<file path="config.mk">
export PLATFORM = sky130hd
export DESIGN_NAME = tlb_test_controller
export DESIGN_NICKNAME = d
export VERILOG_FILES = /design/src/rtl/tlb_test_pkg.sv /design/src/rtl/tlb_test_match.sv /design/src/rtl/tlb_test_controller.sv
export SDC_FILE = /design/constraint.sdc
export NUM_CORES = 1
export LEC_CHECK = 0
export ABC_AREA = 0
export BUFFER_PORTS_ARGS = -buffer_cell sky130_fd_sc_hd__clkbuf_2
export CAP_MARGIN = 20
export CORE_ASPECT_RATIO = 1.4
export CORE_MARGIN = 10
export CORE_UTILIZATION = 43
export CTS_CLUSTER_SIZE = 25
export DETAILED_ROUTE_END_ITERATION = 10
export PLACE_DENSITY = 0.73
export SYNTH_ARGS = -nofsm -noshare
export SYNTH_HDL_FRONTEND = slang
export SYNTH_SLANG_ARGS = --single-unit
</file>
<file path="constraint.sdc">
create_clock -name clock -period 2.7 [get_ports clock]
set_input_delay 0.54 -clock clock [delete_from_list [all_inputs] [get_ports clock]]
set_output_delay 0.54 -clock clock [all_outputs]
set_load 0.01 [all_outputs]
</file>
<file path="src/rtl/tlb_test_pkg.sv">
// tlb_test_pkg: shared types for the i386 TLB test-register sequencer.
//   - FSM state enum
//   - TR6 / TR7 packed layouts and their field bit positions
//   - TLB entry header (the flag/pfn bits that sit above the tag)
//   - helpers: attribute-pair compare, TR7 hit word builder
package tlb_test_pkg;

  localparam int SETS_DEF = 8;
  localparam int WAYS_DEF = 4;

  localparam logic [2:0] TR6_INDEX = 3'd6;

  // TR6 field positions
  localparam int TR6_LIN_LSB = 12;
  localparam int TR6_V_BIT   = 11;
  localparam int TR6_D_BIT   = 10;
  localparam int TR6_DN_BIT  = 9;
  localparam int TR6_U_BIT   = 8;
  localparam int TR6_UN_BIT  = 7;
  localparam int TR6_W_BIT   = 6;
  localparam int TR6_WN_BIT  = 5;
  localparam int TR6_C_BIT   = 0;

  // TR7 field positions
  localparam int TR7_PFN_LSB = 12;
  localparam int TR7_PL_BIT  = 4;
  localparam int TR7_REP_LSB = 2;
  localparam int TR7_HT_BIT  = 1;

  // Entry = {hdr, tag}; the header width is fixed, the tag width follows SETS.
  localparam int ENT_HDR_W = 24;

  typedef enum logic [1:0] {ST_IDLE, ST_WRITE, ST_READ, ST_DONE} state_e;

  typedef struct packed {
    logic [19:0] linear;
    logic        v;
    logic        d;
    logic        dn;
    logic        u;
    logic        un;
    logic        w;
    logic        wn;
    logic [3:0]  rsvd;
    logic        c;
  } tr6_t;

  typedef struct packed {
    logic [19:0] pfn;
    logic [6:0]  rsvd1;
    logic        pl;
    logic [1:0]  rep;
    logic        ht;
    logic        rsvd0;
  } tr7_t;

  typedef struct packed {
    logic        v;
    logic        d;
    logic        u;
    logic        w;
    logic [19:0] pfn;
  } tlb_entry_t;

  // A pair with X == X# is don't-care; otherwise the entry bit must equal X.
  function automatic logic attr_ok(input logic x, input logic xn, input logic e);
    return (x == xn) || (e == x);
  endfunction

  function automatic logic [31:0] tr7_hit_word(input logic [19:0] pfn, input logic [1:0] way);
    tr7_t r;
    r     = '0;
    r.pfn = pfn;
    r.rep = way;
    r.ht  = 1'b1;
    return r;
  endfunction

endpackage

</file>
<file path="src/rtl/tlb_test_match.sv">
// tlb_test_match: combinational hit compare of one TLB entry against a TR6
// command. Also usable by the paging unit's own lookup path.
//   entry : {V, D, U, W, pfn[19:0], tag}
//   cmd   : latched TR6 (D/D#, U/U#, W/W# pairs)
//   tag   : expected tag (linear[31:12+log2(SETS)])
//   hit   : valid && tag match && all cared-for attributes match
module tlb_test_match
  import tlb_test_pkg::*;
#(
  parameter int TAG_W = 17
) (
  input  logic [TAG_W+ENT_HDR_W-1:0] entry,
  input  tr6_t                       cmd,
  input  logic [TAG_W-1:0]           tag,
  output logic                       hit
);

  tlb_entry_t hdr;
  logic       unused_ok;

  assign hdr = entry[TAG_W +: ENT_HDR_W];

  assign hit = hdr.v && (entry[TAG_W-1:0] == tag) &&
               attr_ok(cmd.d, cmd.dn, hdr.d) &&
               attr_ok(cmd.u, cmd.un, hdr.u) &&
               attr_ok(cmd.w, cmd.wn, hdr.w);

  assign unused_ok = ^{hdr.pfn, cmd.linear, cmd.v, cmd.rsvd, cmd.c};

endmodule

</file>
<file path="src/rtl/tlb_test_controller.sv">
// tlb_test_controller: executes TR6-triggered TLB write / lookup commands.
//   clock, reset (sync, active-low)
//   tr_write_*        : snooped register-file write bus (TR6 = index 6)
//   TR7               : current TR7 value, latched with the command
//   busy              : state != IDLE (gates further test-register writes)
//   tlb_req/we/set/way/wdata, tlb_ack/rdata : TLB array port
//   tr7_write_enable/data : lookup result write-back
//   done              : one-cycle completion pulse
// All outputs come straight from flops computed from the next state.
module tlb_test_controller
  import tlb_test_pkg::*;
#(
  parameter int SETS  = SETS_DEF,
  parameter int WAYS  = WAYS_DEF,
  parameter int TAG_W = 20 - $clog2(SETS)
) (
  input  logic                       clock,
  input  logic                       reset,
  input  logic                       tr_write_enable,
  input  logic [2:0]                 tr_write_index,
  input  logic [31:0]                tr_write_data,
  input  logic [31:0]                TR7,
  output logic                       busy,
  output logic                       tlb_req,
  output logic                       tlb_we,
  output logic [$clog2(SETS)-1:0]    tlb_set,
  output logic [$clog2(WAYS)-1:0]    tlb_way,
  output logic [TAG_W+ENT_HDR_W-1:0] tlb_wdata,
  input  logic                       tlb_ack,
  input  logic [TAG_W+ENT_HDR_W-1:0] tlb_rdata,
  output logic                       tr7_write_enable,
  output logic [31:0]                tr7_write_data,
  output logic                       done
);

  localparam int SB = $clog2(SETS);
  localparam int WB = $clog2(WAYS);
  localparam int EW = TAG_W + ENT_HDR_W;

  state_e         state_q, state_d;
  tr6_t           cmd_q, cmd_d;
  tr7_t           tr7_q, tr7_d;
  logic [WB-1:0]  rr_q, rr_d;
  logic [WB-1:0]  cnt_q, cnt_d;
  logic           busy_q, busy_d;
  logic           req_q, req_d;
  logic           we_q, we_d;
  logic [SB-1:0]  set_q, set_d;
  logic [WB-1:0]  way_q, way_d;
  logic [EW-1:0]  wdata_q, wdata_d;
  logic           done_q, done_d;
  logic           tr7_we_q, tr7_we_d;
  logic [31:0]    tr7_wdata_q, tr7_wdata_d;
  logic           hit;
  tlb_entry_t     rd_hdr;
  logic           unused_ok;

  assign rd_hdr = tlb_rdata[TAG_W +: ENT_HDR_W];

  tlb_test_match #(.TAG_W(TAG_W)) u_match (
    .entry (tlb_rdata),
    .cmd   (cmd_q),
    .tag   (cmd_q.linear[19:SB]),
    .hit   (hit)
  );

  always_comb begin
    state_d     = state_q;
    cmd_d       = cmd_q;
    tr7_d       = tr7_q;
    rr_d        = rr_q;
    cnt_d       = cnt_q;
    done_d      = 1'b0;
    tr7_we_d    = 1'b0;
    tr7_wdata_d = '0;

    // tlb_req is always high in WRITE/READ, so tlb_ack alone qualifies a handshake.
    unique case (state_q)
      ST_IDLE: begin
        if (tr_write_enable && tr_write_index == TR6_INDEX) begin
          cmd_d   = tr6_t'(tr_write_data);
          tr7_d   = tr7_t'(TR7);
          cnt_d   = '0;
          state_d = cmd_d.c ? ST_READ : ST_WRITE;
        end
      end
      ST_WRITE: begin
        if (tlb_ack) begin
          if (!tr7_q.pl) rr_d = rr_q + WB'(1);
          state_d = ST_DONE;
          done_d  = 1'b1;
        end
      end
      ST_READ: begin
        if (tlb_ack) begin
          if (hit) begin
            state_d     = ST_DONE;
            done_d      = 1'b1;
            tr7_we_d    = 1'b1;
            tr7_wdata_d = tr7_hit_word(rd_hdr.pfn, 2'(cnt_q));
          end else if (cnt_q == WB'(WAYS-1)) begin
            state_d  = ST_DONE;
            done_d   = 1'b1;
            tr7_we_d = 1'b1;
          end else begin
            cnt_d = cnt_q + WB'(1);
          end
        end
      end
      ST_DONE: state_d = ST_IDLE;
      default: state_d = ST_IDLE;
    endcase

    busy_d  = (state_d != ST_IDLE);
    req_d   = (state_d == ST_WRITE) || (state_d == ST_READ);
    we_d    = (state_d == ST_WRITE);
    set_d   = '0;
    way_d   = '0;
    wdata_d = '0;
    if (req_d) begin
      set_d   = cmd_d.linear[SB-1:0];
      way_d   = we_d ? (tr7_d.pl ? WB'(tr7_d.rep) : rr_d) : cnt_d;
      wdata_d = we_d ? {cmd_d.v, cmd_d.d, cmd_d.u, cmd_d.w, tr7_d.pfn, cmd_d.linear[19:SB]} : '0;
    end
  end

  always_ff @(posedge clock) begin
    if (!reset) begin
      state_q     <= ST_IDLE;
      cmd_q       <= '0;
      tr7_q       <= '0;
      rr_q        <= '0;
      cnt_q       <= '0;
      busy_q      <= 1'b0;
      req_q       <= 1'b0;
      we_q        <= 1'b0;
      set_q       <= '0;
      way_q       <= '0;
      wdata_q     <= '0;
      done_q      <= 1'b0;
      tr7_we_q    <= 1'b0;
      tr7_wdata_q <= '0;
    end else begin
      state_q     <= state_d;
      cmd_q       <= cmd_d;
      tr7_q       <= tr7_d;
      rr_q        <= rr_d;
      cnt_q       <= cnt_d;
      busy_q      <= busy_d;
      req_q       <= req_d;
      we_q        <= we_d;
      set_q       <= set_d;
      way_q       <= way_d;
      wdata_q     <= wdata_d;
      done_q      <= done_d;
      tr7_we_q    <= tr7_we_d;
      tr7_wdata_q <= tr7_wdata_d;
    end
  end

  assign busy             = busy_q;
  assign tlb_req          = req_q;
  assign tlb_we           = we_q;
  assign tlb_set          = set_q;
  assign tlb_way          = way_q;
  assign tlb_wdata        = wdata_q;
  assign done             = done_q;
  assign tr7_write_enable = tr7_we_q;
  assign tr7_write_data   = tr7_wdata_q;

  assign unused_ok = ^{cmd_q.rsvd, tr7_q.rsvd1, tr7_q.ht, tr7_q.rsvd0, rd_hdr.v, rd_hdr.d,
                       rd_hdr.u, rd_hdr.w};

endmodule

</file>
==> flow_metrics.tcl, run 1 <==
set metrics [dict create \
    status "complete, no violations" \
    ios 195 \
    crit_buf_inv 1 \
    clockBufferDepth 2 \
    vias 3582 \
    hp-class "in -> reg" \
    clock_latency_ns 0.41 \
    critPathKind "reg -> reg" \
    nets 739 \
    final_cell_mix "clkbuf_2, dfxtp_1, and2_1" \
    r2r-end "tlb_wdata[17]" \
    grt_first_pass_wirelength_um 18500 \
    powerDensity_mw_per_mm2 810 \
    overflow 0 \
    grt_util_all_layers 0.151 \
    max_stage_delay_ns 0.59 \
    cts_tree "built" \
    synth-xor-area-share 0.0398 \
    htreeDepth 4 \
    r2r_cells 8 \
    antenna_left 0 \
    clkSlewWorstSetupHoldPaths_ns 0.06 \
    fin_skew_ns 0.0117 \
    fin_crit_sh 0.937 \
    cp_num_cells 8 \
    crit_path_end "tlb_wdata[17]" \
    critical_path.reg2reg.startpoint "cmd_q[17]" \
    clockRootBuffer "clkbuf_16" \
    layout_min_cycle_time_ns 2.53 \
    synthSimpleGateAreaFrac 0.190 \
    drive_above_1_share 0.349 \
    critPathCaptureType "flop" \
    cp-start-kind "flop" \
    numCtsBuffers 17 \
    grt_pass1_vias 3775 \
    cp-startpoint "cmd_q[17]" \
    final_core_util 0.603 \
    syn_area_per_cell_um2 10.4 \
    hold_violations 0 \
    place_congestion 0.793 \
    vias_per_cell 4.64 \
    ys_seq_elements 130 \
    final_common_cell "clkbuf_2" \
    synthMuxAreaShare 0.111 \
    drc 0 \
    drt_iter0_drc 108 \
    max-vdd-ir-drop_uv 582 \
    dp_cells 740 \
    syn_to_final_growth_pct 36.5 \
    yosysSeqAreaShare 0.564 \
    grt_use_met1 0.152 \
    met3_usage 0.0657 \
    drt_pre_antenna_iters 6 \
    total_leakage_power_uw 0.00329 \
    hold_buffers 0 \
    instances_no_fill 772 \
    die_x_um 108 \
    antennaDiodeCount 0 \
    max_slew_margin 0.600 \
    portBuffers 172 \
    finalWirelength_um 11700 \
    synth_area_mm2 0.00462 \
    post_cts_buffers 0 \
    die-area_mm2 0.0153 \
    worst_pin_slew_ns 0.600 \
    rows 44 \
    top_usage_layer "met2" \
    finalSetupViolCount 0 \
    crit_required_ns 3.05 \
    maxSlewViolCount 0 \
    n_fill_cell 910 \
    yosys_warnings 0 \
    start_util 0.441 \
    antenna_found_initial 0 \
    critPathTopFamily "simple AND/OR/NAND/NOR gates" \
    cts_sinks 130 \
    r2r_slack_ns 0.17 \
    synth_top_family_by_area "simple AND/OR/NAND/NOR gates" \
    die_h_um 143 \
    met2_usage 0.264 \
    fmax_ghz 0.395 \
    path_max_fanout 21 \
    synth_compound_area_frac 0.0366 \
    grt_max_degree 38 \
    ys_types 36 \
    cp_slowest_cell "or4_4" \
    critPathArrivalTime_ns 2.88 \
    crit_chain "xor2_1, nor4_1, nand2_1, or4_4, a31oi_2, ha_2, buf_4, and2_1" \
    netlist_instances 442 \
    avgRoutedWirePerCell_um 15.1 \
    dp_hpwl_um 8910 \
    synth_adder_area_share 0.0163 \
    maxCapViolations 0 \
    core-area_mm2 0.0105 \
]
-- worst min-delay path by stage --
stage	from	to	slack, ns	cells after the start
2_1_floorplan	tr7_q[2]	tr7_q[2]	0.45	2
4_1_cts	tlb_rdata[35]	tr7_write_data[30]	0.32	2
3_3_place_gp	tr7_q[2]	tr7_q[2]	0.47	2
3_5_place_dp	tr7_q[2]	tr7_q[2]	0.48	2
6_report	tlb_rdata[35]	tr7_write_data[30]	0.34	2
5_1_grt	tlb_rdata[35]	tr7_write_data[30]	0.32	2
-- layout make-up --
| cell class | count | area (um^2) | share of cell area |
|---|---|---|---|
| clock buffers | 20 | 437 | 0.0693 |
| clock inverters | 12 | 231 | 0.0367 |
| repair buffers | 183 | 968 | 0.154 |
| inverters | 6 | 22.5 | 0.00357 |
| multi-input cells | 283 | 1870 | 0.296 |
| well taps | 138 | 173 | 0.0274 |
| flip-flops and latches | 130 | 2600 | 0.413 |
-- stage by stage --
step           worst slack [ns]  hold slack, ns  setup TNS (ns)  instance area [um^2]  power, uW
6_report                  0.170           0.337               0                  6300       5110
5_1_grt                 -0.0119           0.323         -0.0144                  6300       5310
4_1_cts                  0.0855           0.320               0                  6290       5170
3_5_place_dp             -0.221           0.476           -8.80                  5620       2590
3_3_place_gp             -0.230           0.469           -9.23                  5620       2570
2_1_floorplan            0.0563           0.455               0                  4650       2360
-- sequential cells by signal, indices dropped and copies added, names as in the netlist --
| signal | cells |
|---|---|
| tr7_q | 23 |
| done | 1 |
| tlb_we | 1 |
| tr7_write_data | 23 |
| tlb_way | 2 |
| busy | 1 |
| state_q | 2 |
| tlb_wdata | 41 |
| rr_q | 2 |
| tr7_write_enable | 1 |
| cmd_q | 27 |
| cnt_q | 2 |
| tlb_set | 3 |
| tlb_req | 1 |
-- Yosys cell counts --
cell type | instances | share of area
dfxtp_1 | 130 | 0.56
and2_1 | 68 | 0.092
nor2_1 | 65 | 0.053
mux2i_1 | 51 | 0.11
xor2_1 | 20 | 0.038
clkbuf_1 | 12 | 0.0098
nand2_1 | 12 | 0.0098
buf_4 | 9 | 0.015
o21ai_0 | 9 | 0.0098
a21oi_1 | 8 | 0.0087
ha_1 | 6 | 0.016
inv_1 | 6 | 0.0049
buf_2 | 5 | 0.0054
nand3_1 | 5 | 0.0054
nor3_1 | 5 | 0.0054
nor4_1 | 5 | 0.0068
buf_1 | 3 | 0.0024
buf_6 | 2 | 0.0049
nand3b_1 | 2 | 0.0033
nor2b_1 | 2 | 0.0027
o211a_1 | 2 | 0.0043
a211o_1 | 1 | 0.0019
a221oi_1 | 1 | 0.0019
a31oi_2 | 1 | 0.0027
conb_1 | 1 | 0.00081
nand4b_1 | 1 | 0.0019
nor2_4 | 1 | 0.0024
nor3b_1 | 1 | 0.0016
o2111ai_1 | 1 | 0.0019
o211ai_1 | 1 | 0.0016
o311ai_0 | 1 | 0.0019
o41ai_1 | 1 | 0.0019
or2_2 | 1 | 0.0014
or3b_2 | 1 | 0.0019
or4_4 | 1 | 0.0024
xnor2_1 | 1 | 0.0019
-- per-layer routing --
metal	vias up	part of all wire	wire length (um)
met5	-	0	0
li1	1783	-	-
met1	1643	0.37	4340
met2	142	0.51	6020
met3	14	0.098	1150
met4	0	0.016	192
-- power breakdown --
part           total (uW)  switching [uW]  internal (uW)  leakage [uW]
registers            2000            28.3           1970       0.00105
clock network        2560             819           1740      0.000319
logic                 545             296            249       0.00192
-- cell families after synthesis --
group / after synthesis
other cells: 1
flops: 130
mux: 51
fa+ha+maj: 6
simple gates: 170
buf+inv: 37
xor+xnor: 21
compound gates: 26
-- timing repair --
item	4_1_cts	5_1_grt
gates resized for setup	0	3
endpoints found under the setup margin	0	47
hold endpoints to repair	0	0
(Power assumes the default switching activity.)
==> run 2, diff against run 1 <==
- CORE_UTILIZATION: 43 -> 47
- CTS_CLUSTER_DIAMETER: default -> 100
- PLACE_DENSITY: 0.73 -> 0.76
- clock period: 2.7 -> 2.4 ns (I/O delays scaled with it)
==> run 2 against run 1 <==
Design area is 1.1% higher. Clock-buffer cell count rose by 1. Utilization is 6.7 points higher. Final cell count fell by 0.26%. Flip-flop and latch count did not move. Clock power rose by 2%. Highest routed layer unchanged.
==> flow_metrics.tcl, run 2 (synthesized netlist as in run 1, its figures left out) <==
set metrics [dict create \
    finalWirelength_um 12000 \
    critPathKind "reg -> reg" \
    clkSlewWorstSetupHoldPaths_ns 0.05 \
    maxCapViolations 0 \
    r2r_cells 9 \
    ios 195 \
    r2r_slack_ns 0.05 \
    crit_required_ns 2.70 \
    worst_pin_slew_ns 0.515 \
    fmax_ghz 0.426 \
    instances_no_fill 770 \
    seqPwrFrac 0.403 \
    dp_hpwl_um 9100 \
    die-area_mm2 0.0142 \
    htreeDepth 4 \
    clockRootBuffer "clkbuf_16" \
    grt_pass1_vias 3964 \
    r2r-end "tlb_way[0]" \
    largest_reg_flops 41 \
    fin_setup_tns_ns 0 \
    n_fill_cell 753 \
    hold_start "tlb_rdata[26]" \
    finalSetupViolCount 0 \
    grt_first_pass_wirelength_um 19000 \
    rows 42 \
    p_clk_frac 0.466 \
    p_sw_uw 1310 \
    cp-start-kind "flop" \
    final-seq-area_mm2 0.00261 \
    total_leakage_power_uw 0.00330 \
    critPathCaptureType "flop" \
    critPathArrivalTime_ns 2.64 \
    cts_sinks 130 \
    p_comb_frac 0.131 \
    hold_violations 0 \
    antenna_left 0 \
    numCtsBuffers 17 \
    die_h_um 137 \
    status "complete, no violations" \
    max-vdd-ir-drop_uv 749 \
    hp-class "in -> reg" \
    nets 745 \
    dp_cells 739 \
    rsz0062_at_grt "yes" \
    drt_pre_antenna_iters 7 \
    path_max_fanout 4 \
    portBuffers 172 \
    vias 3640 \
    die_x_um 104 \
    clockBufferDepth 2 \
    multi_input_area_mm2 0.00193 \
    fin_crit_sh 0.978 \
    layout_min_cycle_time_ns 2.35 \
    overflow 0 \
    grt_util_all_layers 0.168 \
    powerDensity_mw_per_mm2 878 \
    grt_max_degree 29 \
    avgRoutedWirePerCell_um 15.6 \
    final_common_cell "clkbuf_2" \
    hold_end "tr7_write_data[21]" \
    hold_depth 2 \
    fin_skew_ns 0.00997 \
    core-area_mm2 0.00951 \
    critical_path.reg2reg.startpoint "cmd_q[31]" \
    antenna_found_initial 0 \
    drc 0 \
    start_util 0.485 \
    internal_power_uw 4290 \
    antennaDiodeCount 0 \
    maxSlewViolCount 0 \
    hold_buffers 0 \
    max_slew_margin 0.656 \
    place_congestion 0.814 \
    drt_iter0_drc 127 \
    clock_latency_ns 0.41 \
    drive_above_1_share 0.375 \
    final_cell_mix "clkbuf_2, dfxtp_1, and2_1" \
    swShare 0.234 \
    syn_to_final_growth_pct 38.1 \
    vias_per_cell 4.73 \
    cts_tree "built" \
]
-- run 2: cell count changes in the layout (fill, tap and decap cells not counted), moves of 3 or more --
| cell | previous run | this run |
|---|---|---|
| clkbuf_8 | 0 | 4 |
| clkinvlp_4 | 1 | 4 |
| nor3_1 | 5 | 2 |
| dfxtp_2 | 0 | 4 |
| dfxtp_1 | 130 | 126 |
| clkbuf_1 | 3 | 0 |
| clkinv_4 | 5 | 0 |
| bufinv_16 | 6 | 3 |
-- run 2: what timing repair did --
| item | 4_1_cts | 5_1_grt |
|---|---|---|
| buffers inserted | 1 | 0 |
| pin swaps | 9 | 10 |
| resized for setup | 19 | 6 |
| hold endpoints to repair | 0 | 0 |
| setup endpoints to repair | 47 | 72 |
-- run 2: area by class of cell --
type                       instances  area share
clock buffer                      21      0.0754
clock inverter                     9      0.0204
inverter                           6     0.00353
multi-input combinational        283       0.303
sequential                       130       0.409
tap                              132      0.0259
timing repair buffer             189       0.163
-- run 2: how the worst max path moves through the flow --
| stage | end | slack [ns] | cells past startpoint | start |
|---|---|---|---|---|
| floorplan | tlb_way[1] | 0.02 | 9 | tlb_rdata[5] |
| global placement | tlb_wdata[33] | -0.42 | 10 | tlb_rdata[2] |
| detailed placement | tlb_wdata[14] | -0.44 | 10 | tlb_rdata[2] |
| CTS | tlb_wdata[9] | -0.03 | 8 | cmd_q[22] |
| global route | tlb_way[0] | -0.05 | 9 | cmd_q[20] |
| finish | tlb_way[0] | 0.05 | 9 | cmd_q[31] |
-- run 2: metrics by stage --
| step | total power, uW | hold WS, ns | cell area (um^2) | util | worst slack (ns) |
|---|---|---|---|---|---|
| final | 5590 | 0.280 | 6370 | 0.670 | 0.0531 |
| after global routing | 5810 | 0.271 | 6370 | 0.670 | -0.0514 |
| after CTS | 5620 | 0.262 | 6340 | 0.667 | -0.0311 |
| after detailed placement | 2920 | 0.488 | 5660 | 0.595 | -0.444 |
| after global placement | 2900 | 0.471 | 5660 | 0.595 | -0.415 |
| after floorplan | 2660 | 0.455 | 4660 | - | 0.0194 |
-- run 2: worst max-delay path, cell delays in order, from the launching register on --
cell	delay, ns
dfxtp_1	0.32
xor2_1	0.17
nor4_1	0.33
nand2_1	0.19
or4_4	0.54
a31oi_4	0.20
ha_4	0.22
buf_6	0.11
nand2_2	0.03
o211a_1	0.12
-- run 2: power groups by stage --
stage / Sequential (uW) / Clock [uW] / Combinational [uW]
5_1_grt: 2260 / 2740 / 808
4_1_cts: 2250 / 2650 / 715
3_3_place_gp: 2300 / 0 / 603
6_report: 2250 / 2610 / 734
3_5_place_dp: 2300 / 0 / 617
2_1_floorplan: 2300 / 0 / 360
-- run 2: routing by layer --
metal / vias to the layer above / global-route usage / part of all wire
li1: 1796 / - / -
met1: 1657 / 0.164 / 0.38
met2: 155 / 0.288 / 0.50
met3: 32 / 0.0739 / 0.085
met4: 0 / 0.104 / 0.036
met5: - / 0 / 0
==> run 3, diff against run 2 <==
==> constraint.sdc (replaced) <==
create_clock -name clock -period 2.4 [get_ports clock]
set_input_delay 0.36 -clock clock [delete_from_list [all_inputs] [get_ports clock]]
set_output_delay 0.36 -clock clock [all_outputs]
set_load 0.01 [all_outputs]
==> run 3 against run 2 <==
Utilization decreased by 0.30 points. Maximum frequency increased by 0.98%. Die area unchanged. Sequential power hardly changed. Clock power shrank 4%. Global-route usage shrank 0.12 points. Final cell count did not move. Non-clock buffer count fell by 3. Routed wire length is 0.77% higher. Sequential share of layout area rose by 0.13 points. Largest power group unchanged. Highest routed layer unchanged.
==> flow_metrics.tcl, run 3 (synthesized netlist as in run 1, its figures left out) <==
set metrics [dict create \
    critPathKind "reg -> reg" \
    clock_latency_ns 0.41 \
    avgRoutedWirePerCell_um 15.7 \
    max-vdd-ir-drop_uv 557 \
    grt_max_degree 37 \
    antennaDiodeCount 0 \
    power_uw 5460 \
    antenna_found_initial 0 \
    place_congestion 0.810 \
    grt_pass1_vias 3762 \
    r2r_cells 9 \
    layout_min_cycle_time_ns 2.32 \
    critPathArrivalTime_ns 2.62 \
    drc 0 \
    n_fill_cell 766 \
    portBuffers 172 \
    fmax_ghz 0.430 \
    start_util 0.485 \
    worst_slack_ns 0.0758 \
    critPathCaptureType "flop" \
    htreeDepth 4 \
    path_max_fanout 22 \
    fin_setup_tns_ns 0 \
    syn_to_final_growth_pct 37.4 \
    largest_reg_flops 41 \
    total_leakage_power_uw 0.00327 \
    dp_slack_ns -0.422 \
    fin_crit_sh 0.968 \
    cts_tree "built" \
    finalSetupViolCount 0 \
    crit_chain "xor2_2, nor4_2, nand2_1, buf_6, o41ai_4, o21ai_2, ha_4, buf_12, o211a_1" \
    vias_per_cell 4.71 \
    core-area_mm2 0.00951 \
    ios 195 \
    fin_skew_ns 0.00737 \
    grt_util_all_layers 0.166 \
    overflow 0 \
    cp-start-kind "flop" \
    status "complete, no violations" \
    numCtsBuffers 17 \
    maxSlewViolCount 0 \
    clockBufferDepth 2 \
    hold_depth 2 \
    die-area_mm2 0.0142 \
    maxCapViolations 0 \
    rows 42 \
    drt_iter0_drc 93 \
    drt_pre_antenna_iters 4 \
    finalWirelength_um 12100 \
    hold_violations 0 \
    cts_sinks 130 \
    cp_slowest_cell "o41ai_4" \
    worst_pin_slew_ns 0.540 \
    max_stage_delay_ns 0.42 \
    rsz0062_at_grt "yes" \
    antenna_left 0 \
    vias 3624 \
    nets 743 \
    dp_hpwl_um 8920 \
    die_h_um 137 \
    clockRootBuffer "clkbuf_16" \
    crit_required_ns 2.70 \
    max_slew_margin 0.640 \
    drive_above_1_share 0.371 \
    powerDensity_mw_per_mm2 860 \
    die_x_um 104 \
    grt_first_pass_wirelength_um 18800 \
    whs_ns 0.152 \
    clkSlewWorstSetupHoldPaths_ns 0.05 \
    final_cell_mix "clkbuf_2, dfxtp_1, and2_1" \
    hp-class "in -> reg" \
    final_common_cell "clkbuf_2" \
]
run 3: changes by cell type in the layout (fill, tap and decap cells not counted), moves of 2 or more:
cell      change
clkbuf_8      -2
dfxtp_2       -3
clkinv_4      +3
dfxtp_1       +3
buf_4         -2
buf_8         -2
run 3: repair_timing:
item,CTS,global route
gates cloned,0,1
setup buffers,2,0
gates resized for setup,13,9
hold buffers,0,0
endpoints found under the setup margin,48,48
pin swaps,6,8
run 3: layer usage:
layer,share of wire,GRT usage,vias to the layer above
li1,-,-,1791
met1,0.38,0.164,1672
met2,0.50,0.292,142
met3,0.089,0.0865,19
met4,0.023,0.0659,0
met5,0,0,-
run 3: final cells by class:
cell class,instances,area (um^2),share of cell area
clock inverter,12,133,0.0209
timing repair buffer,186,1010,0.159
sequential,130,2600,0.410
tap,132,165,0.0260
clock buffer,20,457,0.0720
multi-input combinational,284,1950,0.308
inverter,6,22.5,0.00355
run 3: worst max-delay path, delay by kind of cell (launching register included):
kind | cells | cell delay, ns
buffers and inverters | 2 | 0.31
DFF | 1 | 0.33
xor gates and xnor gates | 1 | 0.14
and+or+nand+nor | 2 | 0.47
AOI/OAI and AO/OA | 3 | 0.76
adders and majority gates | 1 | 0.20
run 3: report_power, final:
part / switching [uW] / leakage [uW] / internal (uW)
Sequential: 33.2 / 0.00105 / 2220
Clock: 919 / 0.000282 / 1580
Combinational: 386 / 0.00194 / 315
run 3: metrics by stage:
stage	cells	util	area, um^2
final	770	0.667	6340
after global placement	735	0.591	5620
after detailed placement	735	0.591	5620
after CTS	769	0.662	6290
after global routing	770	0.667	6340
after floorplan	450	-	4650
run 3: final timing paths:
check	start	end	slack (ns)
max	cmd_q[17]	tlb_way[0]	0.08
min	tlb_rdata[30]	tr7_write_data[25]	0.15
max reg2reg	cmd_q[17]	tlb_way[0]	0.08
min reg2reg	tr7_q[2]	tr7_q[2]	0.49
